===== src/rtl/mag_comparator_seq_if.sv =====
// ----------------------------------------------------------------------------
// mag_comparator_seq_if
// Start/done handshake and result bundle for the digit-serial comparator.
//
// Parameters:
//   WIDTH  operand width in bits
//   DIGIT  bits compared per cycle (WIDTH must be a multiple of DIGIT)
//
// Signals:
//   start        master -> slave  request a compare (sampled while busy=0)
//   a, b         master -> slave  operands, captured on the start-accept edge
//   signed_mode  master -> slave  two's-complement compare
//                                 (only when MAG_CMP_SIGNED_EN is defined)
//   busy         slave -> master  compare in progress
//   done         slave -> master  one-cycle pulse, results valid from here
//   a_gt_b, a_lt_b, a_eq_b        result flags
//   digits       slave -> master  slices examined for the last result
// ----------------------------------------------------------------------------
interface mag_comparator_seq_if #(
    parameter int unsigned WIDTH = 16,
    parameter int unsigned DIGIT = 4
) ();
    localparam int unsigned NDIG = WIDTH / DIGIT;
    localparam int unsigned DigW = $clog2(NDIG + 1);

    logic             start;
    logic [WIDTH-1:0] a;
    logic [WIDTH-1:0] b;
`ifdef MAG_CMP_SIGNED_EN
    logic             signed_mode;
`endif
    logic             busy;
    logic             done;
    logic             a_gt_b;
    logic             a_lt_b;
    logic             a_eq_b;
    logic [DigW-1:0]  digits;

`ifdef MAG_CMP_SIGNED_EN
    modport master (
        output start, a, b, signed_mode,
        input  busy, done, a_gt_b, a_lt_b, a_eq_b, digits
    );
    modport slave (
        input  start, a, b, signed_mode,
        output busy, done, a_gt_b, a_lt_b, a_eq_b, digits
    );
`else
    modport master (
        output start, a, b,
        input  busy, done, a_gt_b, a_lt_b, a_eq_b, digits
    );
    modport slave (
        input  start, a, b,
        output busy, done, a_gt_b, a_lt_b, a_eq_b, digits
    );
`endif
endinterface


===== src/rtl/mag_comparator_seq.sv =====
// ----------------------------------------------------------------------------
// mag_comparator_seq
// Digit-serial magnitude comparator. Compares two WIDTH-bit operands one
// DIGIT-bit slice per clock, MSB slice first, and stops at the first slice
// that differs. Equal operands take NDIG cycles; a difference found at slice
// i takes i+1 cycles.
//
// Optional feature macro: MAG_CMP_SIGNED_EN
//   Defined   : bus.signed_mode exists; when set, the MSB of slice 0 is
//               inverted on both operands so the unsigned slice compare
//               orders two's-complement values correctly.
//   Undefined : all compares are unsigned (signed_mode behaves as tied 0).
//
// Ports:
//   clk    rising-edge clock
//   rst_n  asynchronous active-low reset; aborts any compare in progress
//   bus    mag_comparator_seq_if.slave (start/a/b[/signed_mode] in,
//          busy/done/a_gt_b/a_lt_b/a_eq_b/digits out)
// ----------------------------------------------------------------------------
module mag_comparator_seq #(
    parameter int unsigned WIDTH = 16,
    parameter int unsigned DIGIT = 4
) (
    input  logic                      clk,
    input  logic                      rst_n,
    mag_comparator_seq_if.slave       bus
);
    localparam int unsigned NDIG = WIDTH / DIGIT;
    localparam int unsigned DigW = $clog2(NDIG + 1);

    typedef enum logic {StIdle, StCmp} state_e;

    state_e           state_q;
    logic [WIDTH-1:0] sa_q;
    logic [WIDTH-1:0] sb_q;
    logic             signed_q;
    logic [DigW-1:0]  idx_q;
    logic             busy_q;
    logic             done_q;
    logic             gt_q;
    logic             lt_q;
    logic             eq_q;
    logic [DigW-1:0]  digits_q;

    logic             signed_in;
    logic [DIGIT-1:0] slice_a;
    logic [DIGIT-1:0] slice_b;
    logic             last_slice;

`ifdef MAG_CMP_SIGNED_EN
    assign signed_in = bus.signed_mode;
`else
    assign signed_in = 1'b0;
`endif

    // Top slice of each shift register; in signed mode the sign bit of the
    // first slice is flipped so negative values sort below positive ones.
    always_comb begin
        slice_a = sa_q[WIDTH-1 -: DIGIT];
        slice_b = sb_q[WIDTH-1 -: DIGIT];
        if (signed_q && (idx_q == '0)) begin
            slice_a[DIGIT-1] = ~slice_a[DIGIT-1];
            slice_b[DIGIT-1] = ~slice_b[DIGIT-1];
        end
    end

    assign last_slice = (idx_q == DigW'(NDIG - 1));

    always_ff @(posedge clk or negedge rst_n) begin
        if (!rst_n) begin
            state_q  <= StIdle;
            sa_q     <= '0;
            sb_q     <= '0;
            signed_q <= 1'b0;
            idx_q    <= '0;
            busy_q   <= 1'b0;
            done_q   <= 1'b0;
            gt_q     <= 1'b0;
            lt_q     <= 1'b0;
            eq_q     <= 1'b0;
            digits_q <= '0;
        end else begin
            done_q <= 1'b0;
            unique case (state_q)
                StIdle: begin
                    if (bus.start) begin
                        sa_q     <= bus.a;
                        sb_q     <= bus.b;
                        signed_q <= signed_in;
                        idx_q    <= '0;
                        busy_q   <= 1'b1;
                        state_q  <= StCmp;
                    end
                end
                StCmp: begin
                    if (slice_a != slice_b) begin
                        gt_q     <= (slice_a > slice_b);
                        lt_q     <= (slice_a < slice_b);
                        eq_q     <= 1'b0;
                        digits_q <= idx_q + DigW'(1);
                        done_q   <= 1'b1;
                        busy_q   <= 1'b0;
                        state_q  <= StIdle;
                    end else if (last_slice) begin
                        gt_q     <= 1'b0;
                        lt_q     <= 1'b0;
                        eq_q     <= 1'b1;
                        digits_q <= DigW'(NDIG);
                        done_q   <= 1'b1;
                        busy_q   <= 1'b0;
                        state_q  <= StIdle;
                    end else begin
                        sa_q  <= sa_q << DIGIT;
                        sb_q  <= sb_q << DIGIT;
                        idx_q <= idx_q + DigW'(1);
                    end
                end
                default: state_q <= StIdle;
            endcase
        end
    end

    assign bus.busy   = busy_q;
    assign bus.done   = done_q;
    assign bus.a_gt_b = gt_q;
    assign bus.a_lt_b = lt_q;
    assign bus.a_eq_b = eq_q;
    assign bus.digits = digits_q;
endmodule


===== src/flat_wrapper.sv =====
// flat-port wrapper written by rule: the top's interface ports become plain ports
module mag_comparator_seq_flat 
#(
    parameter int unsigned WIDTH = 16,
    parameter int unsigned DIGIT = 4
)
  (clk, rst_n, bus_start, bus_a, bus_b, bus_busy, bus_done, bus_a_gt_b, bus_a_lt_b, bus_a_eq_b, bus_digits);
  mag_comparator_seq_if #(.WIDTH(WIDTH), .DIGIT(DIGIT)) bus_i ();
  input  logic clk;
  input  logic rst_n;
  input wire logic [$bits(bus_i.start)-1:0] bus_start;
  input wire logic [$bits(bus_i.a)-1:0] bus_a;
  input wire logic [$bits(bus_i.b)-1:0] bus_b;
  output wire logic [$bits(bus_i.busy)-1:0] bus_busy;
  output wire logic [$bits(bus_i.done)-1:0] bus_done;
  output wire logic [$bits(bus_i.a_gt_b)-1:0] bus_a_gt_b;
  output wire logic [$bits(bus_i.a_lt_b)-1:0] bus_a_lt_b;
  output wire logic [$bits(bus_i.a_eq_b)-1:0] bus_a_eq_b;
  output wire logic [$bits(bus_i.digits)-1:0] bus_digits;
  assign bus_i.start = bus_start;
  assign bus_i.a = bus_a;
  assign bus_i.b = bus_b;
  assign bus_busy = bus_i.busy;
  assign bus_done = bus_i.done;
  assign bus_a_gt_b = bus_i.a_gt_b;
  assign bus_a_lt_b = bus_i.a_lt_b;
  assign bus_a_eq_b = bus_i.a_eq_b;
  assign bus_digits = bus_i.digits;
  mag_comparator_seq #(.WIDTH(WIDTH), .DIGIT(DIGIT)) u_core (.clk(clk), .rst_n(rst_n), .bus(bus_i));
endmodule

===== config.mk =====
export PLATFORM = sky130hd
export DESIGN_NAME = mag_comparator_seq_flat
export DESIGN_NICKNAME = d
export VERILOG_FILES = /design/src/rtl/mag_comparator_seq_if.sv /design/src/rtl/mag_comparator_seq.sv /design/src/flat_wrapper.sv
export SDC_FILE = /design/constraint.sdc
export NUM_CORES = 1
export LEC_CHECK = 0
export BUFFER_PORTS_ARGS = -buffer_cell sky130_fd_sc_hd__buf_4
export CAP_MARGIN = 20
export CORE_AREA = 2 2 82 84
export DETAILED_ROUTE_END_ITERATION = 8
export DIE_AREA = 0 0 84 86
export SYNTH_ARGS = -nofsm -noshare
export SYNTH_HDL_FRONTEND = slang
export SYNTH_SLANG_ARGS = --single-unit

===== constraint.sdc =====
create_clock -name clk -period 3.4 [get_ports clk]
set_input_delay 0.51 -clock clk [delete_from_list [all_inputs] [get_ports clk]]
set_output_delay 0.51 -clock clk [all_outputs]
set_load 0.1 [all_outputs]

==> key figures, run 1 <==
Outcome
  – Status: finished, final reports clean

Timing
  – Final Max Tran Viols: 0
  – Worst clock skew: 0.00648 ns
  – Setup violators final: 0
  – Final hold vios: 0
  – Final setup TNS: 0 ns
  – Post-layout min period: 2.18 ns
  – Rel. slew slack: 45.2%
  – Worst-Margin Slew: 0.823 ns
  – FMAX: 458 MHz
  – RSZ-0062 raised after global routing: no
  – Tcrit/Tclk final: 64.2%

Pwr
  – Net Sw Frac: 42.6%
  – Comb pwr share: 45.1%
  – Int Pwr: 0.00122 W
  – Power Total: 0.00212 W
  – Sequential share of power: 40.5%
  – Worst vdd ir: 0.000401 V
  – Clk pwr share: 14.4%
  – Pwr dens: 861 nW/um^2
  – Net Switching: 0.000903 W
  – Pleak: 1.20 nW

Worst setup path
  – Crit path max-delay cell type: o21a_1
  – Flop2flop setup slack: 1.22 ns
  – Highest net fanout along the worst path: 30
  – Crit path buf inv count: 1
  – CP Class: flop to flop
  – Crit end category: flop
  – Crit-path cells: ha_1 -> ha_1 -> nand2b_1 -> o21a_1 -> buf_4 -> o21ai_0
  – Largest delay share family, worst path: compound AO/OA/AOI/OAI gates
  – CP Launch Type: flop
  – CP required: 3.57 ns
  – CP max stage delay: 0.67 ns
  – Most common cell on crit path: ha_1
  – CP arrival: 2.35 ns

Clock network
  – CTS Root Buffer Type: clkbuf_8
  – Clock Sinks: 44
  – Clock transition at the registers of the reported paths: 0.08 ns
  – Max Root-Sink Buffers: 2
  – Hold_buf cts: 0
  – Clk_lat worst skew: 0.29 ns
  – Total CTS buffers: 5
  – Setup bufs post-CTS: 0
  – CTS tree: yes
  – Post-CTS sizing: 0
  – H-tree depth: 2

Floorplan
  – Die width: 84 microns
  – Top Ports: 43
  – Core Footprint: 6280 sq um
  – Die H: 86 microns
  – Row Count: 29
  – Die area: 7220 sq um
  – Starting Density: 32.5%

GRT
  – Grt peak-use layer: met2
  – Met2 usage: 20.0%
  – Met1 Usage GRT: 15.2%
  – Met3 usage: 3.46%
  – Grt ovf: 0
  – Total global routing track utilization: 12.0%
  – First-pass GRT wire length: 6970 microns
  – Largest net degree at the start of global routing: 45
  – Vias in the first global route: 1595
  – Initial antenna violation count: 0

Finish
  – Area growth, synth to finish: 20.9%
  – Layout cells sized above 1: 22.1%
  – Final-stage net count: 281
  – Antenna cells: 0
  – Layout filler cell count: 654
  – Core Util, Final: 39.2%

Placed design
  – Placer congestion estimate: 0.711
  – Port-buffer cells: 42
  – HPWL Detailed: 2830 microns

Logic synthesis
  – Avg Cell Area, Syn: 10.1 sq um
  – Seq/Total Area, Yosys: 54.0%
  – Syn Nets: 243
  – Synth warnings: 0
  – Yosys reg bits: 44
  – Synth unique cells: 24
  – Post-Syn Instances: 202
  – Top cell type's share of synthesized area: 54.0%
  – Largest cells by area after synthesis: dfrtp_1 54%, mux2i_1 12%, o21ai_0 8.8%, nand2_1 8.8%, ha_1 3.7%
  – Synth Cell Area: 2040 sq um
  – Dominant cell type by area after synthesis: dfrtp_1

Detailed routing
  – Post-route DRC: 0
  – WL/cell: 12.3 microns
  – DRT Pass-1 Iters: 4
  – Routed via count: 1452
  – DR iter-0 viols: 81
  – Post-route ant nets: 0
  – Total Wirelength: 3910 microns
  – DR vias/cell: 4.58

Run
  – Max_cap viols: 0

Min path
  – Hold crit path type: primary input to asynchronous set/reset pin
worst paths after layout:
kind,cells past startpoint,startpoint,endpoint
max,6,u_core.idx_q[0],u_core.sb_q[8]
min,1,rst_n,u_core.sb_q[0]
max reg2reg,6,u_core.idx_q[0],u_core.sb_q[8]
min reg2reg,2,u_core.sa_q[4],u_core.sa_q[4]
max in group asynchronous,1,rst_n,u_core.sb_q[1]
min in group clk,3,bus_a[0],u_core.sa_q[0]
placed cells by master (no fill, tap or decap):
cell type and instances:
nand2_1 48, buf_4 44, dfrtp_1 44, o21ai_0 36, mux2i_1 25, inv_1 8
ha_1 6, clkbuf_8 5, nand3_1 4, nand2b_1 2, o21a_1 2, nor2_1 2
o21ai_1 2, and2_1 2, a21oi_1 2, nand4_2 1, mux2_4 1, o22ai_1 1
and3_1 1, a31o_2 1, nor2b_1 1, clkinv_2 1, clkbuf_1 1
per-stage QoR:
step	worst slack, ns	area (sq um)	hold WS [ns]	std cells
after floorplan	1.76	2040	0.214	202
after global placement	1.15	2390	0.463	310
after detailed placement	1.13	2390	0.471	310
after CTS	1.20	2460	0.227	317
after global routing	0.978	2460	0.252	317
final	1.22	2460	0.215	317
synth_stat cells:
library cell and instances:
inv_1 8, o21ai_0 36, nand2b_1 2, nand4_2 1, mux2_4 1, buf_4 1
o22ai_1 1, clkbuf_2 1, nor2b_1 1, o21ai_1 2, buf_1 1, dfrtp_1 44
and2_1 2, ha_1 6, nand2_1 48, mux2i_1 25, nor2_1 2, buf_2 8
o21a_1 2, a31o_2 1, a21oi_1 2, buf_6 2, and3_1 1, nand3_1 4
routing by layer:
metal,up-vias,wire length [microns]
li1,755,-
met1,668,1910
met2,27,1810
met3,2,167
met4,0,23
met5,-,0
flip-flops by register name (all words and copies together), names as in the netlist:
| register | cells |
|---|---|
| u_core.sa_q | 16 |
| u_core.sb_q | 16 |
| u_core.bus.digits | 3 |
| u_core.idx_q | 3 |
| u_core.bus.a_eq_b | 1 |
| u_core.bus.a_gt_b | 1 |
| u_core.bus.a_lt_b | 1 |
| u_core.bus.busy | 1 |
| u_core.bus.done | 1 |
| u_core.state_q | 1 |
power groups by stage:
stage               clock (W)  combinational [W]  sequential [W]
floorplan                   0           0.000565         0.00108
global placement            0           0.000954        0.000871
detailed placement          0           0.000971        0.000876
CTS                  0.000314           0.000971        0.000864
global route         0.000333            0.00108        0.000894
finish               0.000306           0.000955        0.000859
kinds of logic (layout without fill, tap and decap cells):
group           after synthesis  count (layout)  share of synthesized area [%]
simple gates                 61              61                           12.6
compound gates               44              44                           11.3
flops                        44              44                           54.0
mux                          26              26                           13.0
buf+inv                      21              59                           5.34
fa+ha+maj                     6               6                           3.68
layout make-up:
cell class                      count  area, sq um  share of cell area, %
Clock inverter                      1         5.00                  0.203
Multi-Input combinational cell    137          828                   33.6
Timing Repair Buffer               44          330                   13.4
Clock buffer                        6         72.6                   2.95
Inverter                            8         30.0                   1.22
Tap cell                           77         96.3                   3.91
Sequential cell                    44         1100                   44.7
(Power assumes the default switching activity.)
==> run 2: changes to the inputs <==
--- a/config.mk
+++ b/config.mk
@@ -5,11 +5,12 @@
 export SDC_FILE = /design/constraint.sdc
 export NUM_CORES = 1
 export LEC_CHECK = 0
+export ABC_AREA = 1
 export BUFFER_PORTS_ARGS = -buffer_cell sky130_fd_sc_hd__buf_4
 export CAP_MARGIN = 20
-export CORE_AREA = 2 2 82 84
+export CORE_AREA = 2 2 87 89
 export DETAILED_ROUTE_END_ITERATION = 8
-export DIE_AREA = 0 0 84 86
+export DIE_AREA = 0 0 89 91
 export SYNTH_ARGS = -nofsm -noshare
 export SYNTH_HDL_FRONTEND = slang
 export SYNTH_SLANG_ARGS = --single-unit
==> constraint.sdc (replaced) <==
create_clock -name clk -period 1.9 [get_ports clk]
set_input_delay 0.285 -clock clk [delete_from_list [all_inputs] [get_ports clk]]
set_output_delay 0.285 -clock clk [all_outputs]
set_load 0.1 [all_outputs]
==> key figures, run 2 <==
Detailed routing
  – Total Wirelength: 4340 microns
  – Top sig layer: met4
  – Post-route DRC: 0
  – Post-route ant nets: 0
  – Routed via count: 1742
  – DRT met1 WL: 2080 microns
  – DR vias/cell: 4.33
  – DR iter-0 viols: 107
  – Met3 Wirelength: 181 microns
  – Metal2 WL: 2030 microns
  – WL/cell: 10.8 microns
  – DRT Pass-1 Iters: 4

Timing
  – Final Max Tran Viols: 0
  – FMAX: 592 MHz
  – Worst clock skew: 0.00364 ns
  – Hold Slack: 0.194 ns
  – RSZ-0062 raised after global routing: no
  – Worst-Margin Slew: 0.562 ns
  – Final setup TNS: 0 ns
  – Smallest setup slack after layout: 0.210 ns
  – Rel. slew slack: 62.5%
  – Setup violators final: 0
  – Tcrit/Tclk final: 88.9%
  – Post-layout min period: 1.69 ns
  – Final hold vios: 0

Logic synthesis
  – Dominant cell type by area after synthesis: dfrtp_1
  – Ys flop type: dfrtp_1
  – Seq/Total Area, Yosys: 48.3%
  – Top cell type's share of synthesized area: 48.3%
  – Synth Cell Area: 2280 sq um
  – Post-Syn Instances: 263
  – Synth warnings: 0
  – Synth unique cells: 21
  – Most numerous cell in the Yosys netlist: nand2_1
  – Top cells by count, synth: 96 x nand2_1, 44 x dfrtp_1, 32 x inv_1, 24 x o21ai_2, 21 x o21ai_0
  – Syn Nets: 304
  – Yosys reg bits: 44
  – Post-synth ARST share: 100%
  – Avg Cell Area, Syn: 8.66 sq um
  – Number of enable flip-flop cells after synthesis: 0
  – Largest cells by area after synthesis: dfrtp_1 48%, nand2_1 16%, o21ai_2 9.2%, inv_1 5.3%, o21ai_0 4.6%

Floorplan
  – Die H: 91 microns
  – Row Count: 31
  – Starting Density: 31.9%
  – Die area: 8100 sq um
  – Core Footprint: 7140 sq um
  – Top Ports: 43
  – Die width: 89 microns

Placed design
  – Post-Place Cells: 393
  – Dpl cell area: 2600 sq um
  – Port-buffer cells: 42
  – Placer congestion estimate: 0.703
  – Setup WS pre-CTS: 0.232 ns
  – HPWL Detailed: 3050 microns

Finish
  – Commonest non-fill, non-tap cell in the layout: nand2_1
  – Largest regs: u_core.sa_q: 16 flops, u_core.sb_q: 16 flops
  – Layout filler cell count: 798
  – Final non-filler cell total: 402
  – Layout cells sized above 1: 27.1%
  – Antenna cells: 0
  – Post-layout instance area: 2710 sq um
  – Most frequent cells in the layout: 96 x nand2_1, 44 x buf_4, 44 x dfrtp_1
  – Area growth, synth to finish: 18.8%
  – Final-stage net count: 343

Clock network
  – Clock Sinks: 44
  – Total CTS buffers: 5
  – CTS tree: yes
  – H-tree depth: 2
  – Clock transition at the registers of the reported paths: 0.08 ns
  – Clk_lat worst skew: 0.29 ns
  – CTS Root Buffer Type: clkbuf_8
  – Post-CTS sizing: 0
  – Max Root-Sink Buffers: 2

GRT
  – Grt ovf: 0
  – Vias in the first global route: 1780
  – First-pass GRT wire length: 7960 microns
  – Total global routing track utilization: 12.3%
  – Largest net degree at the start of global routing: 51
  – Initial antenna violation count: 0

Worst setup path
  – Crit end category: flop
  – CP required: 2.12 ns
  – CP Class: flop to flop
  – Highest net fanout along the worst path: 50
  – CP Launch Type: flop
  – CP arrival: 1.91 ns

Run
  – Max_cap viols: 0

Pwr
  – Pwr dens: 1590 nW/um^2
  – Clk pwr share: 13.9%
  – Comb pwr share: 51.1%
  – Int Pwr: 0.00229 W
  – Worst vdd ir: 0.000475 V
  – Sequential share of power: 35.0%
  – Net Switching: 0.00202 W
  – Net Sw Frac: 46.9%
  – Pleak: 1.40 nW

Outcome
  – Status: finished, final reports clean

Min path
  – Hold crit path type: primary input to flop
==> run 2: final timing paths <==
| check | slack, ns | endpoint | start | depth (start not counted) |
|---|---|---|---|---|
| max | 0.21 | u_core.sb_q[13] | u_core.idx_q[0] | 7 |
| min | 0.19 | u_core.sa_q[1] | bus_a[1] | 3 |
| max reg2reg | 0.21 | u_core.sb_q[13] | u_core.idx_q[0] | 7 |
| min reg2reg | 0.48 | u_core.bus.busy | u_core.bus.busy | 2 |
| max in group asynchronous | 0.99 | u_core.sb_q[10] | rst_n | 2 |
| min in group asynchronous | 0.52 | u_core.sb_q[0] | rst_n | 2 |
==> run 2: stage by stage <==
stage	power [W]	util, %
final	0.00430	37.9
after global routing	0.00472	37.9
after CTS	0.00439	37.9
after global placement	0.00372	36.5
after detailed placement	0.00377	36.5
after floorplan	0.00345	-
==> run 2: what timing repair did <==
item | 4_1_cts | 5_1_grt
hold endpoints to repair | 4 | 0
hold buffers | 1 | 0
setup endpoints to repair | 0 | 0
buffers inserted | 0 | 0
==> run 2: final cells by class <==
class / instances / area (sq um) / area share (%)
clock buffer: 6 / 82.6 / 3.05
timing repair buffer: 45 / 340 / 12.6
tap: 99 / 124 / 4.58
clock inverter: 2 / 10.0 / 0.370
inverter: 33 / 126 / 4.67
multi-input combinational: 173 / 922 / 34.1
sequential: 44 / 1100 / 40.7
==> run 2: worst max-delay path, stage by stage (launching register included) <==
cell and delay (ns):
dfrtp_1 0.40, ha_1 0.21, ha_1 0.23, nor2_2 0.17
nand2_4 0.09, nand2_8 0.27, nand2_1 0.12, o21ai_2 0.07
==> run 2: per-layer routing <==
layer / GRT usage [%] / vias to the layer above
li1: - / 901
met3: 3.18 / 6
met5: 0 / -
met1: 17.1 / 808
met4: 3.36 / 0
met2: 19.1 / 27
==> run 2: logic make-up (layout without fill, tap and decap cells) <==
| family | after synthesis | in the layout | share of synthesized area (%) |
|---|---|---|---|
| AOI/OAI and AO/OA | 51 | 51 | 15.3 |
| and+or+nand+nor | 116 | 116 | 21.9 |
| adders and majority gates | 6 | 6 | 3.29 |
| buffers and inverters | 46 | 86 | 11.2 |
| DFF | 44 | 44 | 48.3 |
==> run 2: power by group through the flow <==
stage / Combinational, W / Sequential [W] / Clock, W
final: 0.00220 / 0.00151 / 0.000598
after global routing: 0.00250 / 0.00155 / 0.000663
after CTS: 0.00225 / 0.00151 / 0.000625
after detailed placement: 0.00224 / 0.00153 / 0
after global placement: 0.00220 / 0.00152 / 0
after floorplan: 0.00152 / 0.00193 / 0
==> run 3: changes to the inputs <==
--- a/config.mk
+++ b/config.mk
@@ -6,7 +6,7 @@
 export NUM_CORES = 1
 export LEC_CHECK = 0
 export ABC_AREA = 1
-export BUFFER_PORTS_ARGS = -buffer_cell sky130_fd_sc_hd__buf_4
+export BUFFER_PORTS_ARGS = -buffer_cell sky130_fd_sc_hd__buf_2
 export CAP_MARGIN = 20
 export CORE_AREA = 2 2 87 89
 export DETAILED_ROUTE_END_ITERATION = 8
==> constraint.sdc (replaced) <==
create_clock -name clk -period 1.9 [get_ports clk]
set_input_delay 0.38 -clock clk [delete_from_list [all_inputs] [get_ports clk]]
set_output_delay 0.38 -clock clk [all_outputs]
set_load 0.1 [all_outputs]
==> key figures, run 3 (synthesized netlist as in run 2, its figures left out) <==
Outcome
  – Status: finished, final reports clean

Finish
  – Area of the multi-input gates: 922 sq um
  – Final-stage net count: 345
  – Area growth, synth to finish: 14.5%
  – Most frequent cells in the layout: 96 x nand2_1, 44 x dfrtp_1, 42 x buf_2
  – Register area: 1100 sq um
  – Post-layout instance area: 2610 sq um
  – Antenna cells: 0
  – Largest regs: u_core.sa_q: 16 flops, u_core.sb_q: 16 flops
  – Final non-filler cell total: 404
  – Layout filler cell count: 768
  – Commonest non-fill, non-tap cell in the layout: nand2_1
  – Layout cells sized above 1: 27.9%

Pwr
  – Comb pwr share: 51.5%
  – Net Sw Frac: 47.7%
  – Net Switching: 0.00202 W
  – Clk pwr share: 13.6%
  – Sequential share of power: 34.9%
  – Int Pwr: 0.00221 W
  – Pleak: 1.37 nW
  – Pwr dens: 1620 nW/um^2
  – Worst vdd ir: 0.000401 V

Clock network
  – Clock Sinks: 44
  – Clk_lat worst skew: 0.30 ns
  – H-tree depth: 2
  – Post-CTS sizing: 0
  – Clock transition at the registers of the reported paths: 0.09 ns
  – Setup bufs post-CTS: 0
  – CTS tree: yes
  – CTS Root Buffer Type: clkbuf_8
  – Hold_buf cts: 0
  – Max Root-Sink Buffers: 2
  – Total CTS buffers: 5

Detailed routing
  – Met3 Wirelength: 227 microns
  – Routed via count: 1741
  – DR iter-0 viols: 56
  – DRT met1 WL: 1960 microns
  – Top sig layer: met4
  – Metal2 WL: 2040 microns
  – Total Wirelength: 4310 microns
  – DRT Pass-1 Iters: 4
  – Post-route DRC: 0
  – WL/cell: 10.7 microns
  – DR vias/cell: 4.31
  – Post-route ant nets: 0

Worst setup path
  – Most common cell on crit path: ha_1
  – CP arrival: 1.87 ns
  – Crit-path cells: ha_1 -> ha_1 -> nor2_2 -> nand2_4 -> nand2_8 -> nand2_1 -> o21ai_2
  – CP Launch Type: flop
  – CP Class: flop to flop
  – CP max stage delay: 0.40 ns
  – Highest net fanout along the worst path: 50
  – Crit path max-delay cell type: dfrtp_1
  – Crit end category: flop
  – CP required: 2.12 ns

Placed design
  – Port-buffer cells: 42
  – Placer congestion estimate: 0.715
  – Setup WS pre-CTS: 0.251 ns
  – Dpl cell area: 2520 sq um
  – HPWL Detailed: 3140 microns
  – Post-Place Cells: 396

GRT
  – Grt ovf: 0
  – Initial antenna violation count: 0
  – Total global routing track utilization: 12.0%
  – Largest net degree at the start of global routing: 51
  – First-pass GRT wire length: 7560 microns
  – Vias in the first global route: 1719

Timing
  – Worst clock skew: 0.0114 ns
  – Smallest setup slack after layout: 0.251 ns
  – Tcrit/Tclk final: 86.8%
  – Rel. slew slack: 67.6%
  – Final hold vios: 0
  – Setup violators final: 0
  – Final setup TNS: 0 ns
  – Worst-Margin Slew: 0.490 ns
  – RSZ-0062 raised after global routing: no
  – Post-layout min period: 1.65 ns
  – Final Max Tran Viols: 0
  – Hold Slack: 0.0163 ns
  – FMAX: 606 MHz

Floorplan
  – Starting Density: 31.9%
  – Core Footprint: 7140 sq um
  – Die H: 91 microns
  – Row Count: 31
  – Die area: 8100 sq um
  – Die width: 89 microns
  – Top Ports: 43

Run
  – Max_cap viols: 0

Min path
  – Hold crit path type: primary input to asynchronous set/reset pin
## run 3: cell count changes in the layout (fill, tap and decap cells not counted), sizes merged
cell,previous run,this run
dlygate4sd3,1,0
clkinv,2,3
clkbuf,6,5
buf,44,47
## run 3: metal layers
| metal | GRT usage [%] | vias to the layer above |
|---|---|---|
| met3 | 3.27 | 7 |
| met2 | 19.4 | 27 |
| met4 | 4.85 | 0 |
| li1 | - | 902 |
| met1 | 14.9 | 805 |
| met5 | 0 | - |
## run 3: final cells by class
| cell class | instances | share of cell area (%) |
|---|---|---|
| clock buffer | 5 | 2.64 |
| timing repair buffer | 47 | 9.50 |
| clock inverter | 3 | 0.719 |
| inverter | 33 | 4.84 |
| tap | 99 | 4.75 |
| multi-input combinational | 173 | 35.3 |
| sequential | 44 | 42.2 |
## run 3: worst paths after layout
check                                      from              endpoint  slack [ns]  depth (start not counted)
max in group asynchronous                 rst_n  u_core.bus.digits[0]        1.32                          2
min in group clk                       bus_b[0]        u_core.sb_q[0]        0.29                          3
max                             u_core.idx_q[0]        u_core.sb_q[9]        0.25                          7
min reg2reg                u_core.bus.digits[0]  u_core.bus.digits[0]        0.47                          2
max reg2reg                     u_core.idx_q[0]        u_core.sb_q[9]        0.25                          7
min                                       rst_n        u_core.sa_q[2]        0.02                          1
## run 3: power by group through the flow
stage               clock network (W)  logic [W]  registers [W]
floorplan                           0    0.00152        0.00193
CTS                          0.000606    0.00223        0.00148
finish                       0.000574    0.00217        0.00148
detailed placement                  0    0.00222        0.00150
global route                 0.000649    0.00248        0.00152
global placement                    0    0.00219        0.00149
## run 3: metrics by stage
stage / utilization (%) / total power (W)
global placement: 35.3 / 0.00368
floorplan: - / 0.00345
CTS: 36.6 / 0.00431
detailed placement: 35.3 / 0.00372
global route: 36.6 / 0.00465
finish: 36.6 / 0.00423
## run 3: worst max-delay path, delay by kind of cell, from the launching register on
kind                     cells  cell delay [ns]
adder cells (fa/ha/maj)      2             0.43
AO/OA/AOI/OAI                1             0.07
AND/OR/NAND/NOR              4             0.65
flip-flops                   1             0.40
